==> config.mk <==
export PLATFORM = sky130hd
export DESIGN_NAME = serial_adder_ctrl_flat
export DESIGN_NICKNAME = d
export VERILOG_FILES = /design/src/rtl/serial_adder_ctrl_pkg.sv /design/src/rtl/serial_adder_ctrl_if.sv /design/src/rtl/serial_adder_ctrl_full_adder_bit.sv /design/src/rtl/serial_adder_ctrl.sv /design/src/flat_wrapper.sv
export SDC_FILE = /design/constraint.sdc
export NUM_CORES = 1
export LEC_CHECK = 0
export ABC_AREA = 1
export BUFFER_PORTS_ARGS = -buffer_cell sky130_fd_sc_hd__clkbuf_2
export CAP_MARGIN = 30
export CORE_MARGIN = 3
export CORE_UTILIZATION = 25
export CTS_CLUSTER_DIAMETER = 150
export DETAILED_ROUTE_END_ITERATION = 16
export HOLD_SLACK_MARGIN = 0.03
export PLACE_DENSITY = 0.48
export SYNTH_ARGS = -nofsm -noshare
export SYNTH_HDL_FRONTEND = slang
export SYNTH_HIERARCHICAL = 1
export SYNTH_SLANG_ARGS = --single-unit
==> constraint.sdc <==
create_clock -name clk -period 2.3 [get_ports clk]
set_input_delay 0.115 -clock clk [delete_from_list [all_inputs] [get_ports clk]]
set_output_delay 0.115 -clock clk [all_outputs]
set_load 0.005 [all_outputs]
==> src/rtl/serial_adder_ctrl_pkg.sv <==
`default_nettype none
// ============================================================================
//  Module      : serial_adder_ctrl_pkg
//  Description : Shared state encoding and default sizing for the bit-serial
//                adder controller.
//  Revision    : 1.0 - initial release
// ============================================================================
package serial_adder_ctrl_pkg;

    localparam int c_default_width = 8;
    localparam int c_default_cnt_w = 5;

    // Code 2'd3 is unused; the FSM recovers from it to ST_IDLE.
    typedef enum logic [1:0] {
        ST_IDLE  = 2'd0,
        ST_SHIFT = 2'd1,
        ST_DONE  = 2'd2
    } state_t;

endpackage
`default_nettype wire

==> src/rtl/serial_adder_ctrl_if.sv <==
`default_nettype none
// ============================================================================
//  Module      : serial_adder_ctrl_if
//  Description : start/busy/done request bus with operands and result.
//  Revision    : 1.0 - initial release
// ============================================================================
interface serial_adder_ctrl_if
    import serial_adder_ctrl_pkg::*;
#(
    parameter int WIDTH = c_default_width
) ();

    logic             start;
    logic [WIDTH-1:0] a;
    logic [WIDTH-1:0] b;
    logic             cin;
    logic             busy;
    logic             done;
    logic [WIDTH-1:0] sum;
    logic             cout;

    modport master (
        output start, a, b, cin,
        input  busy, done, sum, cout
    );

    modport slave (
        input  start, a, b, cin,
        output busy, done, sum, cout
    );

endinterface
`default_nettype wire

==> src/rtl/serial_adder_ctrl_full_adder_bit.sv <==
`default_nettype none
// ============================================================================
//  Module      : full_adder_bit
//  Description : Structural one-bit full adder: two half adders and an OR.
//  Revision    : 1.0 - initial release
// ============================================================================
module full_adder_bit (
    input  wire logic a,
    input  wire logic b,
    input  wire logic cin,
    output logic      s,
    output logic      cout
);

    logic w_ha0_s;
    logic w_ha0_c;
    logic w_ha1_c;

    assign w_ha0_s = a ^ b;
    assign w_ha0_c = a & b;

    assign s       = w_ha0_s ^ cin;
    assign w_ha1_c = w_ha0_s & cin;

    assign cout    = w_ha0_c | w_ha1_c;

endmodule
`default_nettype wire

==> src/rtl/serial_adder_ctrl.sv <==
`default_nettype none
// ============================================================================
//  Module      : serial_adder_ctrl
//  Description : Bit-serial adder; one full-adder cell reused LSB-first over
//                WIDTH cycles behind a start/busy/done handshake.
//  Revision    : 1.0 - initial release
// ============================================================================
module serial_adder_ctrl
    import serial_adder_ctrl_pkg::*;
#(
    parameter int WIDTH = c_default_width,
    parameter int CNT_W = c_default_cnt_w
) (
    input  wire logic          clk,
    input  wire logic          rst_n,
    serial_adder_ctrl_if.slave bus
);

    state_t             r_state;
    state_t             w_state_nxt;
    logic               w_load;
    logic               w_step;
    logic               w_last;

    logic [WIDTH-1:0]   r_a_sh;
    logic [WIDTH-1:0]   r_b_sh;
    logic [WIDTH-1:0]   r_sum_sh;
    logic [WIDTH-1:0]   w_sum_shifted;
    logic               r_carry;
    logic [CNT_W-1:0]   r_cnt;

    logic [WIDTH-1:0]   r_sum;
    logic               r_cout;
    logic               r_busy;
    logic               r_done;

    logic               w_fa_s;
    logic               w_fa_cout;

    full_adder_bit u_fa (
        .a    (r_a_sh[0]),
        .b    (r_b_sh[0]),
        .cin  (r_carry),
        .s    (w_fa_s),
        .cout (w_fa_cout)
    );

    assign w_last = (r_cnt == CNT_W'(WIDTH - 1));

    // The cell output enters at the MSB; a single-bit sum has nothing to shift.
    generate
        if (WIDTH == 1) begin : g_sum_w1
            assign w_sum_shifted = w_fa_s;
        end else begin : g_sum_wn
            assign w_sum_shifted = {w_fa_s, r_sum_sh[WIDTH-1:1]};
        end
    endgenerate

    always_ff @(posedge clk or negedge rst_n) begin
        if (!rst_n) begin
            r_state <= ST_IDLE;
        end else begin
            r_state <= w_state_nxt;
        end
    end

    always_comb begin
        w_state_nxt = ST_IDLE;
        w_load      = 1'b0;
        w_step      = 1'b0;
        case (r_state)
            ST_IDLE: begin
                if (bus.start) begin
                    w_load      = 1'b1;
                    w_state_nxt = ST_SHIFT;
                end
            end
            ST_SHIFT: begin
                w_step      = 1'b1;
                w_state_nxt = w_last ? ST_DONE : ST_SHIFT;
            end
            ST_DONE: w_state_nxt = ST_IDLE;
            default: w_state_nxt = ST_IDLE;
        endcase
    end

    always_ff @(posedge clk or negedge rst_n) begin
        if (!rst_n) begin
            r_a_sh   <= '0;
            r_b_sh   <= '0;
            r_sum_sh <= '0;
            r_carry  <= 1'b0;
            r_cnt    <= '0;
            r_sum    <= '0;
            r_cout   <= 1'b0;
            r_busy   <= 1'b0;
            r_done   <= 1'b0;
        end else begin
            // Status flags follow the next state so they stay flop outputs.
            r_busy <= (w_state_nxt == ST_SHIFT) || (w_state_nxt == ST_DONE);
            r_done <= (w_state_nxt == ST_DONE);
            if (w_load) begin
                r_a_sh   <= bus.a;
                r_b_sh   <= bus.b;
                r_carry  <= bus.cin;
                r_cnt    <= '0;
                r_sum_sh <= '0;
            end else if (w_step) begin
                r_a_sh   <= r_a_sh >> 1;
                r_b_sh   <= r_b_sh >> 1;
                r_carry  <= w_fa_cout;
                r_sum_sh <= w_sum_shifted;
                r_cnt    <= r_cnt + CNT_W'(1);
                if (w_last) begin
                    r_sum  <= w_sum_shifted;
                    r_cout <= w_fa_cout;
                end
            end
        end
    end

    assign bus.busy = r_busy;
    assign bus.done = r_done;
    assign bus.sum  = r_sum;
    assign bus.cout = r_cout;

endmodule
`default_nettype wire

==> src/flat_wrapper.sv <==
// flat-port wrapper written by rule: the top's interface ports become plain ports
module serial_adder_ctrl_flat import serial_adder_ctrl_pkg::*;
#(
    parameter int WIDTH = c_default_width,
    parameter int CNT_W = c_default_cnt_w
)
  (clk, rst_n, bus_start, bus_a, bus_b, bus_cin, bus_busy, bus_done, bus_sum, bus_cout);
  serial_adder_ctrl_if #(.WIDTH(WIDTH)) bus_i ();
  input  wire logic clk;
  input  wire logic rst_n;
  input wire logic [$bits(bus_i.start)-1:0] bus_start;
  input wire logic [$bits(bus_i.a)-1:0] bus_a;
  input wire logic [$bits(bus_i.b)-1:0] bus_b;
  input wire logic [$bits(bus_i.cin)-1:0] bus_cin;
  output wire logic [$bits(bus_i.busy)-1:0] bus_busy;
  output wire logic [$bits(bus_i.done)-1:0] bus_done;
  output wire logic [$bits(bus_i.sum)-1:0] bus_sum;
  output wire logic [$bits(bus_i.cout)-1:0] bus_cout;
  assign bus_i.start = bus_start;
  assign bus_i.a = bus_a;
  assign bus_i.b = bus_b;
  assign bus_i.cin = bus_cin;
  assign bus_busy = bus_i.busy;
  assign bus_done = bus_i.done;
  assign bus_sum = bus_i.sum;
  assign bus_cout = bus_i.cout;
  serial_adder_ctrl #(.WIDTH(WIDTH), .CNT_W(CNT_W)) u_core (.clk(clk), .rst_n(rst_n), .bus(bus_i));
endmodule
* Word level (Yosys, flattened, before mapping)
Cells that the tools add are included.
** Operators by class
- Add/sub/neg operators :: 1
- Multiply operators :: 0
- Div/mod/pow operators :: 0
- $lt $le $gt $ge :: 0
- Equality and inequality tests :: 4
- Shift-type cells :: 0
- Mux-type cells :: 16
- Bitwise logic cells :: 6
- Reductions and logical operators :: 4
** Operators by type and width (count)
- 8-bit two-way mux :: 6
- 5-bit two-way mux :: 2
- 1-bit two-way mux :: 6
- 5-bit by 1-bit adder with 5-bit output, second input constant :: 1
- 5-bit by 3-bit equality test with 1-bit output, second input constant :: 1
- 2-bit by 1-bit equality test with 1-bit output, second input constant :: 2
- 2-bit case mux with 2 select lines :: 1
- 3-bit AND reduction :: 1
- 1-bit bitwise AND :: 2
- 2-bit equality test, second input constant :: 1
- 2-bit logical NOT :: 1
- 2-bit two-way mux :: 1
- 2-bit nonzero test :: 1
- 1-bit bitwise XOR :: 2
- 1-bit logical OR :: 1
- 1-bit inverter :: 1
- 1-bit OR :: 1
** Storage, ports and cells
- Register bits after elaboration :: 43
- Bits in latches :: 0
- RAM bits :: 0
- ROM bits :: 0
- Bits of input ports :: 20
- Logic and storage cells :: 41
- Memories :: 0

* Depth between registers and ports, before layout
- Depth in word-level cells :: 5
- Gate-level depth with buffers :: 8

* Modules after synthesis
The synthesis kept the hierarchy.
** Modules (own cells, without submodules)
- serial_adder_ctrl :: instances 1, cells each 208, area an instance 1806.7 sq um, sequential area each 1051.0 sq um
- full_adder_bit :: instances 1, cells each 1, area an instance 20.0 sq um, sequential area each 0.0 sq um

* Least setup slack after synthesis
No wires, ideal clock.
- Kind :: reg2reg
- Start :: register u_core.r_cnt[0]
- End :: register u_core.r_busy (netlist: u_core/bus.busy)
- Setup time :: 113 ps
- Data arrival time :: 1165 ps
- Required time :: 2187 ps
- Setup slack :: 1023 ps
- Stages on the path, launching flop included :: 8
- Clock period less this slack :: 1277 ps
- Path through :: dfrtp_1 ha_1 nand2_2 inv_2 nand2_2 a21oi_2 ha_1 inv_1
** Between the ends
- Word-level cells in the longest chain between the ends :: 5
** Ends and longest elaborated chain
- start, declared :: line serial_adder_ctrl.sv:30 : logic [CNT_W-1:0] r_cnt;
- start signal, assigned :: line serial_adder_ctrl.sv:113 : r_cnt <= r_cnt + CNT_W'(1);
- 5-bit by 3-bit equality test with 1-bit output * :: line serial_adder_ctrl.sv:48 : assign w_last = (r_cnt == CNT_W'(WIDTH - 1));
- 2-bit two-way mux * :: line serial_adder_ctrl.sv:80 : w_state_nxt = w_last ? ST_DONE : ST_SHIFT;
- 2-bit case mux with 2 select lines * :: line serial_adder_ctrl.sv:71 : case (r_state)
- 2-bit by 1-bit equality test with 1-bit output / 2-bit equality test (equally long branches) :: line serial_adder_ctrl.sv:100 : r_busy <= (w_state_nxt == ST_SHIFT) || (w_state_nxt == ST_DONE);
- 1-bit logical OR * :: line serial_adder_ctrl.sv:100
- end signal, assigned :: line serial_adder_ctrl.sv:100
- end, declared :: line serial_adder_ctrl.sv:34 : logic r_busy;
Mark *: on every way between the ends. The rest lies on a longest branch, timed or not.
A chain may end at the register's enable or synchronous reset.

* Worst setup path in the final report
- Start :: register u_core.r_state[1]
- End :: register u_core.r_busy (netlist: u_core/bus.busy)
** Between the ends
- Word-level cells in the longest chain between the ends :: 4
** Ends and longest elaborated chain
- start, declared :: line serial_adder_ctrl.sv:19 : state_t r_state;
- start signal, assigned :: line serial_adder_ctrl.sv:63 : r_state <= w_state_nxt;
- 2-bit by 1-bit equality test with 1-bit output / 2-bit logical NOT (equally long branches) :: line serial_adder_ctrl.sv:71
- 2-bit case mux with 2 select lines * :: line serial_adder_ctrl.sv:71
- 2-bit by 1-bit equality test with 1-bit output / 2-bit equality test (equally long branches) :: line serial_adder_ctrl.sv:100
- 1-bit logical OR * :: line serial_adder_ctrl.sv:100
Marks and branches as above.

==> impl_metrics.env <==
export IMPL_clk_pin_slew_ns=0.08
export IMPL_met1_length_um=1960
export IMPL_max_cap_violations=0
export IMPL_grt_max_degree=29
export IMPL_n_fill_cell=750
export IMPL_critPathMaxFanout=28
export IMPL_clock_sinks=42
export IMPL_track_usage=0.106
export IMPL_period_needed_ns=1.52
export IMPL_rsz0062_at_grt="no"
export IMPL_finalWeightedCongestion=0.756
export IMPL_dp_cells=330
export IMPL_wl_met2_um=1760
export IMPL_top_layer="met4"
export IMPL_yosysWarningCount=6
export IMPL_grt_pass1_wl_um=7080
export IMPL_coreArea_um2=6940
export IMPL_grt_pass1_vias=1518
export IMPL_drt_wirelength_per_cell_um=11.3
export IMPL_start_util=0.263
export IMPL_drive_gt1_frac=0.205
export IMPL_synth_area_per_cell_um2=8.74
export IMPL_fin_ws_ns=0.784
export IMPL_cts_buffer_depth=2
export IMPL_placed_area_um2=2070
export IMPL_hp_class="input pin to register"
export IMPL_fp_row_count=30
export IMPL_syn_inst=209
export IMPL_fin_util=0.328
export IMPL_ioPinCount=31
export IMPL_fmax_mhz=660
export IMPL_dp_hpwl_um=2680
export IMPL_wl_met3_um=165
export IMPL_tightest_slew_ns=0.514
export IMPL_slew_headroom=0.656
export IMPL_cp_required_ns=2.49
export IMPL_period_share=0.659
export IMPL_htree_levels=2
export IMPL_vdd_drop_max_v=0.000346
export IMPL_hold_slack_ns=0.0351
export IMPL_ys_types=19
export IMPL_slew_violations=0
export IMPL_status="finished clean"
export IMPL_initialDrtViolationCount=79
export IMPL_clock_latency_ns=0.30
export IMPL_root_buffer="clkbuf_8"
export IMPL_antenna_found_initial=0
export IMPL_via_count=1506
export IMPL_route_detailed_drc=0
export IMPL_dieWidth_um=91.5
export IMPL_fin_skew_ns=0.00651
export IMPL_min_from="bus_b[2]"
export IMPL_fin_area_um2=2280
export IMPL_crit_path_start="u_core/r_state[1]"
export IMPL_setup_viol=0
export IMPL_cts_tree="done"
export IMPL_grt_overflow_total=0
export IMPL_final_common_cell="nand2_1"
export IMPL_crit_type="register to register"
export IMPL_nets=276
export IMPL_cts_buffers=5
export IMPL_viasPerCell=4.30
export IMPL_die_h_um=91.5
export IMPL_worstPathArrival_ns=1.71
export IMPL_wirelength_um=3950
export IMPL_power_mw=2.58
export IMPL_dieArea_um2=8370
export IMPL_portBuffers=30
export IMPL_place_ws_ns=0.764
export IMPL_syn_to_final_growth_pct=24.7
export IMPL_tns_ns=0
export IMPL_power_static_leakage_nw=1.20
export IMPL_netlist_area_um2=1830
export IMPL_syn_num_nets=232
export IMPL_fin_cells=350
export IMPL_start_kind="register"
export IMPL_hold_viol=0
export IMPL_final_antenna_net_count=0
export IMPL_final_cell_mix="nand2_1, nand3_1, dfrtp_1, clkbuf_2, dlygate4sd3_1"
export IMPL_n_antenna_cell=0
export IMPL_synth_seq_cells=42
export IMPL_r2r_start="u_core/r_state[1]"
export IMPL_power_density_nw_per_um2=1130
export IMPL_end_kind="register"
export IMPL_synth_seq_area_share=0.575
export IMPL_firstDrtPassIters=4
## where the power goes
group / internal [mW] / total (mW) / leakage, nW / switching (mW)
Clock: 0.242 / 0.494 / 0.0482 / 0.251
Sequential: 1.03 / 1.22 / 0.546 / 0.189
Combinational: 0.332 / 0.871 / 0.602 / 0.539
## layer usage
metal / track usage / vias up
met5: 0 / -
met3: 0.0273 / 8
li1: - / 754
met4: 0.0490 / 0
met1: 0.135 / 713
met2: 0.167 / 31
## cell type report
cell class	count	area [um2]	share of cell area
inverter	10	37.5	0.0165
clock buffer	7	86.3	0.0379
tap	96	120	0.0527
sequential	42	1050	0.461
clock inverter	1	5.00	0.00220
timing repair buffer	45	293	0.129
multi-input combinational	149	686	0.301
## final timing paths
| check | endpoint | slack, ns | depth (start not counted) |
|---|---|---|---|
| worst max-delay path | u_core/bus.busy | 0.78 | 6 |
| worst min-delay path | u_core/r_b_sh[2] | 0.04 | 3 |
| worst max register to register | u_core/bus.busy | 0.78 | 6 |
| worst min register to register | u_core/bus.sum[4] | 0.48 | 2 |
| max in group asynchronous | u_core/bus.sum[6] | 1.50 | 3 |
| min in group asynchronous | u_core/r_b_sh[5] | 0.24 | 2 |
## cells by family (layout without fill, tap and decap cells)
family,after synthesis,after routing,synth area share
buffers and inverters,18,63,0.0493
and+or+nand+nor,142,142,0.338
AOI/OAI and AO/OA,4,4,0.0130
DFF,42,42,0.575
adders and majority gates,3,3,0.0247
## worst max-delay path, stage by stage (launching register included)
cell and delay, ns:
dfrtp_1 0.39, inv_2 0.08, nand2_4 0.19, inv_2 0.31, a21oi_2 0.12, ha_1 0.29
inv_1 0.03
## registers in the layout, summed over array words and instances (netlist names)
signal and cells:
u_core/r_a_sh 8, u_core/bus.done 1, u_core/bus.busy 1, u_core/r_carry 1, u_core/r_b_sh 8, u_core/bus.cout 1, u_core/r_state 2, u_core/bus.sum 8
u_core/r_cnt 5, u_core/r_sum_sh 7
## synth_stat cells, drive strengths merged
cell type,n,area share
dfrtp,42,0.58
nor2,7,0.020
o21ai,2,0.0055
fa,1,0.011
nand3,43,0.12
inv,10,0.021
a21oi,2,0.0075
buf,8,0.029
ha,2,0.014
nand2,92,0.20
## repair_timing
item / CTS / global route
endpoints found under the hold margin: 21 / 0
hold buffers: 12 / 0
setup buffers: 0 / 0
resized for setup: 0 / 0
(Power assumes the default switching activity.)
